--- src/rtl/sha1_pkg.sv ---
// Shared SHA-1 definitions: initial vector, round constants, FSM states and
// the round-dependent boolean function.
package sha1_pkg;

  typedef enum logic [1:0] {
    S_IDLE,
    S_LOAD,
    S_ROUND,
    S_DONE
  } sha1_state_e;

  localparam logic [31:0] IV_H0 = 32'h67452301;
  localparam logic [31:0] IV_H1 = 32'hEFCDAB89;
  localparam logic [31:0] IV_H2 = 32'h98BADCFE;
  localparam logic [31:0] IV_H3 = 32'h10325476;
  localparam logic [31:0] IV_H4 = 32'hC3D2E1F0;
  localparam logic [159:0] SHA1_IV = {IV_H0, IV_H1, IV_H2, IV_H3, IV_H4};

  localparam logic [31:0] K_0_19  = 32'h5A827999;
  localparam logic [31:0] K_20_39 = 32'h6ED9EBA1;
  localparam logic [31:0] K_40_59 = 32'h8F1BBCDC;
  localparam logic [31:0] K_60_79 = 32'hCA62C1D6;

  function automatic logic [31:0] sha1_k(input logic [6:0] t);
    if (t < 7'd20)      return K_0_19;
    else if (t < 7'd40) return K_20_39;
    else if (t < 7'd60) return K_40_59;
    else                return K_60_79;
  endfunction

  // Ch for rounds 0-19, Maj for 40-59, parity otherwise.
  function automatic logic [31:0] sha1_f(input logic [6:0] t, input logic [31:0] b,
                                         input logic [31:0] c, input logic [31:0] d);
    if (t < 7'd20)      return (b & c) | (~b & d);
    else if (t < 7'd40) return b ^ c ^ d;
    else if (t < 7'd60) return (b & c) | (b & d) | (c & d);
    else                return b ^ c ^ d;
  endfunction

endpackage

--- src/rtl/sha1_round.sv ---
// One combinational SHA-1 round; working variables packed as {a,b,c,d,e}.
module sha1_round
  import sha1_pkg::*;
(
  input  logic [6:0]   t_i,
  input  logic [31:0]  w_i,
  input  logic [159:0] st_i,
  output logic [159:0] st_o
);

  logic [31:0] a, b, c, d, e;
  logic [31:0] temp;

  assign {a, b, c, d, e} = st_i;
  assign temp = {a[26:0], a[31:27]} + sha1_f(t_i, b, c, d) + e + sha1_k(t_i) + w_i;
  assign st_o = {temp, a, {b[1:0], b[31:2]}, c, d};

endmodule

--- src/rtl/sha1_core_param.sv ---
// SHA-1 compression core with configurable beat width and rounds per clock;
// chains digests across blocks through an internal CV register.
module sha1_core_param
  import sha1_pkg::*;
#(
  parameter int DIN_W       = 32,
  parameter int RND_PER_CYC = 1
) (
  input  logic             clk,
  input  logic             rst_n,
  input  logic             din_vld,
  output logic             din_rdy,
  input  logic [DIN_W-1:0] din,
  input  logic             use_prec_cv,
  output logic             busy,
  output logic             dout_vld,
  output logic [159:0]     dout
);

  localparam int WPB     = DIN_W / 32;
  localparam int BEATS   = 512 / DIN_W;
  localparam int RND_CYC = 80 / RND_PER_CYC;

  generate
    if (!((DIN_W == 32 || DIN_W == 64) &&
          (RND_PER_CYC == 1 || RND_PER_CYC == 2 || RND_PER_CYC == 4 || RND_PER_CYC == 5)))
    begin : g_bad_param
      $error("sha1_core_param: illegal DIN_W or RND_PER_CYC");
    end
  endgenerate

  sha1_state_e  state_q, state_d;
  logic [3:0]   beat_cnt_q, beat_cnt_d;
  logic [6:0]   rnd_cnt_q, rnd_cnt_d;
  logic         rdy_en_q;
  logic [31:0]  w_q [16];
  logic [31:0]  w_d [16];
  logic [31:0]  ext [16+RND_PER_CYC];
  logic [159:0] wv_q, wv_d;
  logic [159:0] cv_q, cv_d;
  logic [159:0] dout_q, dout_d;
  logic [159:0] chain [RND_PER_CYC+1];
  logic [159:0] cv_sum;
  logic         accept;

  // rdy_en_q keeps din_rdy low until the first edge after reset release.
  assign din_rdy  = rdy_en_q && (state_q == S_IDLE || state_q == S_LOAD);
  assign accept   = din_vld && din_rdy;
  assign busy     = (state_q != S_IDLE);
  assign dout_vld = (state_q == S_DONE);
  assign dout     = dout_q;

  // ext[0..15] is the live window, ext[16..] the words expanded this cycle.
  always_comb begin : sched_expand
    logic [31:0] x;
    x = '0;
    for (int j = 0; j < 16; j++) ext[j] = w_q[j];
    for (int m = 0; m < RND_PER_CYC; m++) begin
      x = ext[13+m] ^ ext[8+m] ^ ext[2+m] ^ ext[m];
      ext[16+m] = {x[30:0], x[31]};
    end
  end

  assign chain[0] = wv_q;

  for (genvar i = 0; i < RND_PER_CYC; i++) begin : g_rnd
    logic [6:0] t_idx;
    assign t_idx = 7'(int'(rnd_cnt_q) * RND_PER_CYC + i);
    sha1_round u_round (
      .t_i  (t_idx),
      .w_i  (ext[i]),
      .st_i (chain[i]),
      .st_o (chain[i+1])
    );
  end

  always_comb begin
    cv_sum = '0;
    for (int k = 0; k < 5; k++)
      cv_sum[32*k +: 32] = cv_q[32*k +: 32] + chain[RND_PER_CYC][32*k +: 32];
  end

  always_comb begin
    state_d    = state_q;
    beat_cnt_d = beat_cnt_q;
    rnd_cnt_d  = rnd_cnt_q;
    w_d        = w_q;
    wv_d       = wv_q;
    cv_d       = cv_q;
    dout_d     = dout_q;

    case (state_q)
      S_IDLE, S_LOAD: begin
        if (accept) begin
          for (int k = 0; k < WPB; k++)
            w_d[4'(int'(beat_cnt_q) * WPB + k)] = din[DIN_W-1-32*k -: 32];
          // The chaining value is chosen once, with the first beat of a block.
          if (state_q == S_IDLE) begin
            wv_d = use_prec_cv ? cv_q : SHA1_IV;
            cv_d = wv_d;
          end
          if (beat_cnt_q == 4'(BEATS - 1)) begin
            beat_cnt_d = '0;
            rnd_cnt_d  = '0;
            state_d    = S_ROUND;
          end else begin
            beat_cnt_d = beat_cnt_q + 4'd1;
            state_d    = S_LOAD;
          end
        end
      end
      S_ROUND: begin
        wv_d = chain[RND_PER_CYC];
        for (int j = 0; j < 16; j++) w_d[j] = ext[j+RND_PER_CYC];
        rnd_cnt_d = rnd_cnt_q + 7'd1;
        if (rnd_cnt_q == 7'(RND_CYC - 1)) begin
          rnd_cnt_d = '0;
          cv_d      = cv_sum;
          dout_d    = cv_sum;
          state_d   = S_DONE;
        end
      end
      S_DONE:  state_d = S_IDLE;
      default: state_d = S_IDLE;
    endcase
  end

  always_ff @(posedge clk or negedge rst_n) begin
    if (!rst_n) begin
      state_q    <= S_IDLE;
      beat_cnt_q <= '0;
      rnd_cnt_q  <= '0;
      rdy_en_q   <= 1'b0;
      for (int j = 0; j < 16; j++) w_q[j] <= '0;
      wv_q       <= '0;
      cv_q       <= SHA1_IV;
      dout_q     <= '0;
    end else begin
      state_q    <= state_d;
      beat_cnt_q <= beat_cnt_d;
      rnd_cnt_q  <= rnd_cnt_d;
      rdy_en_q   <= 1'b1;
      w_q        <= w_d;
      wv_q       <= wv_d;
      cv_q       <= cv_d;
      dout_q     <= dout_d;
    end
  end

endmodule

--- config.mk ---
export PLATFORM = sky130hd
export DESIGN_NAME = sha1_core_param
export DESIGN_NICKNAME = d
export VERILOG_FILES = /design/src/rtl/sha1_pkg.sv /design/src/rtl/sha1_round.sv /design/src/rtl/sha1_core_param.sv
export SDC_FILE = /design/constraint.sdc
export NUM_CORES = 2
export LEC_CHECK = 0
export ABC_AREA = 1
export BUFFER_PORTS_ARGS = -buffer_cell sky130_fd_sc_hd__buf_2
export CAP_MARGIN = 20
export CORE_ASPECT_RATIO = 1.5
export CORE_UTILIZATION = 38
export DETAILED_ROUTE_END_ITERATION = 6
export SLEW_MARGIN = 20
export SYNTH_ARGS = -nofsm -noshare
export SYNTH_HDL_FRONTEND = slang
export SYNTH_SLANG_ARGS = --single-unit
--- constraint.sdc ---
create_clock -name clk -period 7.81 [get_ports clk]
set_clock_uncertainty 0.2 [all_clocks]
set_input_delay 0.3905 -clock clk [delete_from_list [all_inputs] [get_ports clk]]
set_output_delay 0.3905 -clock clk [all_outputs]
set_load 0.01 [all_outputs]
# Word-level counts from Yosys, hierarchy flattened

Cells that the tools add are included.

Word-level logic and storage cells: 103
Bits in read-only memories: 0
Output and inout bits: 163
Bits of input ports: 36
RAM bits: 0
Flip-flop bits (word level): 1,006
Bits in latches: 0
Memories kept: 0

Order comparisons: 5
Bitwise operators: 14
Multipliers: 0
Shifts and indexed selects: 0
Reduce and logical (&&, ||, !) cells: 15
Div/mod/pow operators: 0
Equal/unequal tests: 9
Mux-type cells: 26
Add/subtract/negate cells: 11

Operators with widths:

| operator                                                                     | count |
|---|---|
| 512-bit case mux with 2 select lines                                         | 1 |
| 160-bit 2-to-1 mux                                                           | 4 |
| 160-bit case mux with 2 select lines                                         | 2 |
| 512-bit bitwise mux                                                          | 1 |
| 512-bit 2-to-1 mux                                                           | 1 |
| 32-bit adder                                                                 | 9 |
| 32-bit 2-to-1 mux                                                            | 6 |
| 32-bit bitwise XOR                                                           | 5 |
| 32-bit bitwise AND                                                           | 4 |
| 32-bit demux with 4-bit select                                               | 1 |
| 32-bit OR                                                                    | 3 |
| 32-bit NOT                                                                   | 1 |
| 31-bit 2-to-1 mux                                                            | 1 |
| 7-bit 2-to-1 mux                                                             | 3 |
| 7-bit by 6-bit less-than comparator with 1-bit output, second input constant | 2 |
| 7-bit case mux with 2 select lines                                           | 1 |
| 2-bit inequality test, second input constant                                 | 4 |
| 2-bit AND reduction                                                          | 4 |
| 7-bit by 1-bit adder with 7-bit output, second input constant                | 1 |
| 7-bit == test, second input constant                                         | 1 |
| 7-bit by 5-bit less-than comparator with 1-bit output, second input constant | 1 |
| 2-bit 2-to-1 mux                                                             | 3 |
| 2-bit case mux with 3 select lines                                           | 1 |
| 3-bit AND reduction                                                          | 2 |
| 14 further kinds                                                             | 18 |

# Depth between registers and ports, before layout

Depth in word-level cells: 13
Gate-level depth with buffers: 38
Gate-level depth less buffers: 36

# Cells and area by module

A second synthesis with hierarchy kept.

Cell total of the unflattened synthesis: 7,922
Area, all modules: 60,048.8 µm²

By module, submodules not included:

| module          | times used | cells each | seq. area each (µm²) | area each (µm²) |
|---|---|---|---|---|
| sha1_core_param | 1          | 6,774      | 25,274.2             | 52,330.2 |
| sha1_round      | 1          | 1,148      | 0.0                  | 7,718.7 |

# Least setup slack after synthesis

OpenSTA, ideal clock, no wires.

Kind: register to register
From: register rnd_cnt_q[4]
To: register cv_q[154]
Setup time: 77 ps
Cell stages (with the launch flop): 32
Arrival time: 5,297 ps
Clock period less this slack: 5,574 ps
Slack: 2,236 ps
Data required time: 7,533 ps
Path buffers: 2
Cells stage by stage: dfrtp_1 > nand2_1 > nand3_2 > inv_1 > clkbuf_1 > clkbuf_1 > o211ai_1 > nand3_1 > fa_1 > inv_1 > fa_1 > inv_1 > ha_1 > nand2_1 > o21ai_0 > a21oi_1 > or3b_2 > nand2_1 > nand2_1 > and2_1 > ha_1 > nand2_1 > nor2_1 > inv_1 > nor3_1 > nand3_1 > nand3_1 > nand2_1 > nand2_1 > nor2_1 > nand3b_1 > a31oi_1

Cells in the longest elaborated chain, start to end: 11
Elaborated cells between the ends (all ways): 19
Those cells by class: 5 x add/sub; 3 x order compare; 2 x eq/ne; 8 x mux; 1 x reduce/logical

RTL lines:

| element                                               | line                           | text |
|---|---|---|
| start: declaration                                    | sha1_core_param.sv:34          | `logic [6:0] rnd_cnt_q, rnd_cnt_d;` |
| start signal: assignment                              | sha1_core_param.sv:141         | `rnd_cnt_q <= rnd_cnt_d;` |
| 7-bit by 6-bit less-than comparator with 1-bit output | sha1_pkg.sv:27, sha1_pkg.sv:36 |  |
| 32-bit 2-to-1 mux                                     | sha1_pkg.sv:36                 | `else if (t < 7'd60) return (b & c) \| (b & d) \| (c & d);` |
| 32-bit 2-to-1 mux                                     | sha1_pkg.sv:35                 | `else if (t < 7'd40) return b ^ c ^ d;` |
| 32-bit 2-to-1 mux                                     | sha1_pkg.sv:34                 | `if (t < 7'd20) return (b & c) \| (~b & d);` |
| 32-bit adder (4 in a row)                             | sha1_round.sv:15               | `assign temp = {a[26:0], a[31:27]} + sha1_f(t_i, b, c, d) + e + sha1_k(t_i) + w_i;` |
| 32-bit adder                                          | sha1_core_param.sv:80          | `cv_sum[32*k +: 32] = cv_q[32*k +: 32] + chain[RND_PER_CYC][32*k +: 32];` |
| 160-bit 2-to-1 mux                                    | sha1_core_param.sv:116         | `if (rnd_cnt_q == 7'(RND_CYC - 1)) begin` |
| 160-bit case mux with 2 select lines                  | sha1_core_param.sv:92          | `case (state_q)` |
| end signal: assignment                                | sha1_core_param.sv:145         | `cv_q <= cv_d;` |
| end: declaration                                      | sha1_core_param.sv:40          | `logic [159:0] cv_q, cv_d;` |

Parallel ways exist; a longest one is shown, timed or not. The select of a mux whose other input is x is not followed.
A chain may end at the register's enable or synchronous reset.

# Worst setup path in the final report

From: register rnd_cnt_q[4]
To: register cv_q[158]

Same word-level chain as after synthesis.

==> results.json <==
{
  "status": "complete, no violations",
  "die_w_um": 317.4,
  "syn-num-nets": 7393,
  "crit_required_ns": 8.26,
  "grt_use_total": 0.2793,
  "pin_count": 199,
  "utilization": 0.4295,
  "top_layer_used": "met5",
  "clk_pin_slew_worst_paths_ns": 0.07,
  "drive_gt1_frac": 0.08666,
  "finalCriticalPeriod_ns": 7.374,
  "detail_route.wl_per_cell_um": 22.89,
  "numCtsBuffers": 104,
  "syn-cell-area_um2": 56690,
  "ys.flop_type": "dfrtp_1",
  "start_util": 0.3829,
  "cts_root_buffer": "clkbuf_16",
  "syn-mean-instance-area_um2": 8.063,
  "drt_iter0_markers": 3865,
  "critPathMaxStageDelay_ns": 0.74,
  "syn_inst": 7030,
  "max_freq_mhz": 135.6,
  "m1WireLength_mm": 83.42,
  "portBuffers": 198,
  "multi_input_area_um2": 27790,
  "crit_path_start_kind": "register",
  "overflow": 0,
  "num_rows": 173,
  "hold_viol": 0,
  "cts-resized-gates": 0,
  "die_h_um": 475.0,
  "worstSkewPairLatency_ns": 0.78,
  "post-route-period-util": 0.9442,
  "ant_nets": 0,
  "worstPathArrival_ns": 7.83,
  "cpMaxStageDelayCell": "nor4_1",
  "grt_pass1_vias": 49401,
  "maxCapViolCount": 0,
  "dr.pass1.iters": 6,
  "cts.sinks": 1006,
  "dp_hpwl_mm": 154.9,
  "vias_per_cell": 5.374,
  "syn2layout_area_growth_pct": 12.19,
  "worst_slew_pin_slew_ns": 1.054,
  "end_kind": "register",
  "vias": 49183,
  "htreeDepth": 3,
  "grt_pass1_wl_mm": 313.7,
  "relSlewSlack": 0.2951,
  "antenna_found_initial": 5,
  "synth_edf_count": 0,
  "async_flop_share": 1.000,
  "route.detailed.drc": 0,
  "crit_type": "reg -> reg",
  "wl_met2_mm": 101.6,
  "yosysUniqueCellTypes": 60,
  "nNetsFinal": 7500,
  "routabilityCongestion": 0.9870,
  "grt_max_degree": 164,
  "yosysSeqAreaShare": 0.4459,
  "wl_mm": 209.5,
  "cp_common_cell": "nand2_1",
  "register_area_um2": 25270,
  "nFillCells": 14914,
  "cts_buffer_depth": 3,
  "critPathMaxFanout": 13,
  "dieArea_um2": 150800,
  "fin_setup_tns_ns": 0,
  "setup_viol": 0,
  "ys_ff_latch": 1006,
  "rsz0062_at_grt": "false",
  "wl_met3_mm": 8.877,
  "hold_path.class": "in -> reg",
  "slew_violations": 0,
  "cts_tree": "built",
  "core_um2": 148100,
  "yosys_warnings": 0
}
path summary, 6_finish.rpt:
check	cells past startpoint	endpoint	startpoint	slack (ns)
min in group asynchronous	2	ext[274]	rst_n	0.08
setup / recovery	31	cv_q[158]	rnd_cnt_q[4]	0.44
setup reg to reg	31	cv_q[158]	rnd_cnt_q[4]	0.44
max in group asynchronous	4	cv_q[27]	rst_n	5.33
hold reg to reg	2	dout[68]	dout[68]	0.27
hold / removal	3	ext[376]	din[24]	0.03
state kept, by name (all words and copies together), names as in the netlist:
| name | count |
|---|---|
| beat_cnt_q | 4 |
| rdy_en_q | 1 |
| dout | 160 |
| ext | 512 |
| state_q | 2 |
| rnd_cnt_q | 7 |
| cv_q | 160 |
| wv_q | 160 |
layout make-up:
type / count / area share
Sequential cell: 1006 / 0.3974
Antenna cell: 3 / 0.0001180
Inverter: 648 / 0.03844
Tap cell: 1925 / 0.03787
Multi-Input combinational cell: 5071 / 0.4369
Timing Repair Buffer: 306 / 0.03219
Clock inverter: 46 / 0.009955
Clock buffer: 147 / 0.04708
critical path: cells and delay by family, from the launching register on:
kind                     cells  cell delay, ns
adder cells (fa/ha/maj)      5            1.98
XOR/XNOR                     1            0.20
buffers and inverters        5            0.64
flip-flops                   1            0.47
AND/OR/NAND/NOR             15            2.59
AO/OA/AOI/OAI                5            1.15
cell usage after synthesis (all sizes together), types with 125 or more instances:
library cell	count	area, um2
o21ai	511	2561
ha	202	2527
nand3	359	1814
a31oi	150	938.4
fa	125	2502
nand2	2266	8516
dfrtp	926	23170
a21oi	257	1286
inv	647	2429
clkbuf	209	784.5
o221ai	131	1147
nor2	444	1708
logic make-up (layout without fill, tap and decap cells):
family / after synthesis / count (layout) / synth area share
XOR/XNOR: 201 / 201 / 0.03106
buffers and inverters: 953 / 1147 / 0.06509
flip-flops: 1006 / 1006 / 0.4459
other: 1 / 4 / 0.00006615
AND/OR/NAND/NOR: 3248 / 3248 / 0.2322
adder cells (fa/ha/maj): 327 / 327 / 0.08873
AO/OA/AOI/OAI: 1294 / 1294 / 0.1370
timing repair:
item	CTS	global route
setup buffers	0	0
hold buffers	28	0
endpoints found under the hold margin	278	0
stage by stage:
step | setup WS [ns] | hold slack [ns] | cells | instance area (um2)
after global placement | 0.5616 | 0.2523 | 8925 | 59610
after floorplan | 2.236 | -0.1051 | 7030 | 56690
after global routing | 0.05510 | 0.06173 | 9151 | 63590
after detailed placement | 0.5394 | 0.2573 | 8927 | 59650
after CTS | 0.5069 | 0.003638 | 9148 | 63560
final | 0.4361 | 0.03165 | 9152 | 63600
cells in the final DEF (no fill, tap or decap), types with 23 or more instances in the layout:
| cell type | n |
|---|---|
| a21o_1 | 39 |
| a21oi_1 | 257 |
| a31oi_1 | 150 |
| buf_2 | 197 |
| buf_4 | 68 |
| clkbuf_16 | 104 |
| clkbuf_8 | 23 |
| dfrtp_1 | 926 |
| dfstp_2 | 80 |
| dlygate4sd3_1 | 28 |
| fa_1 | 125 |
| ha_1 | 202 |
| inv_1 | 637 |
| nand2_1 | 2262 |
| nand3_1 | 357 |
| nand3b_1 | 25 |
| nand4_1 | 40 |
| nor2_1 | 431 |
| nor3_1 | 35 |
| o211ai_1 | 86 |
| o21ai_0 | 498 |
| o21bai_1 | 24 |
| o221ai_1 | 131 |
| o22ai_1 | 36 |
| or2_2 | 56 |
| xnor2_1 | 114 |
| xor2_1 | 87 |
metal layers:
layer  GRT usage  vias to the layer above
li1            -                    23250
met1      0.3327                    24015
met2      0.4724                     1458
met3     0.02949                      456
met5           0                        -
met4      0.1877                        4
Power is not shown: default switching activity piles up to over one toggle a cycle in this logic, so the estimate is an artifact.
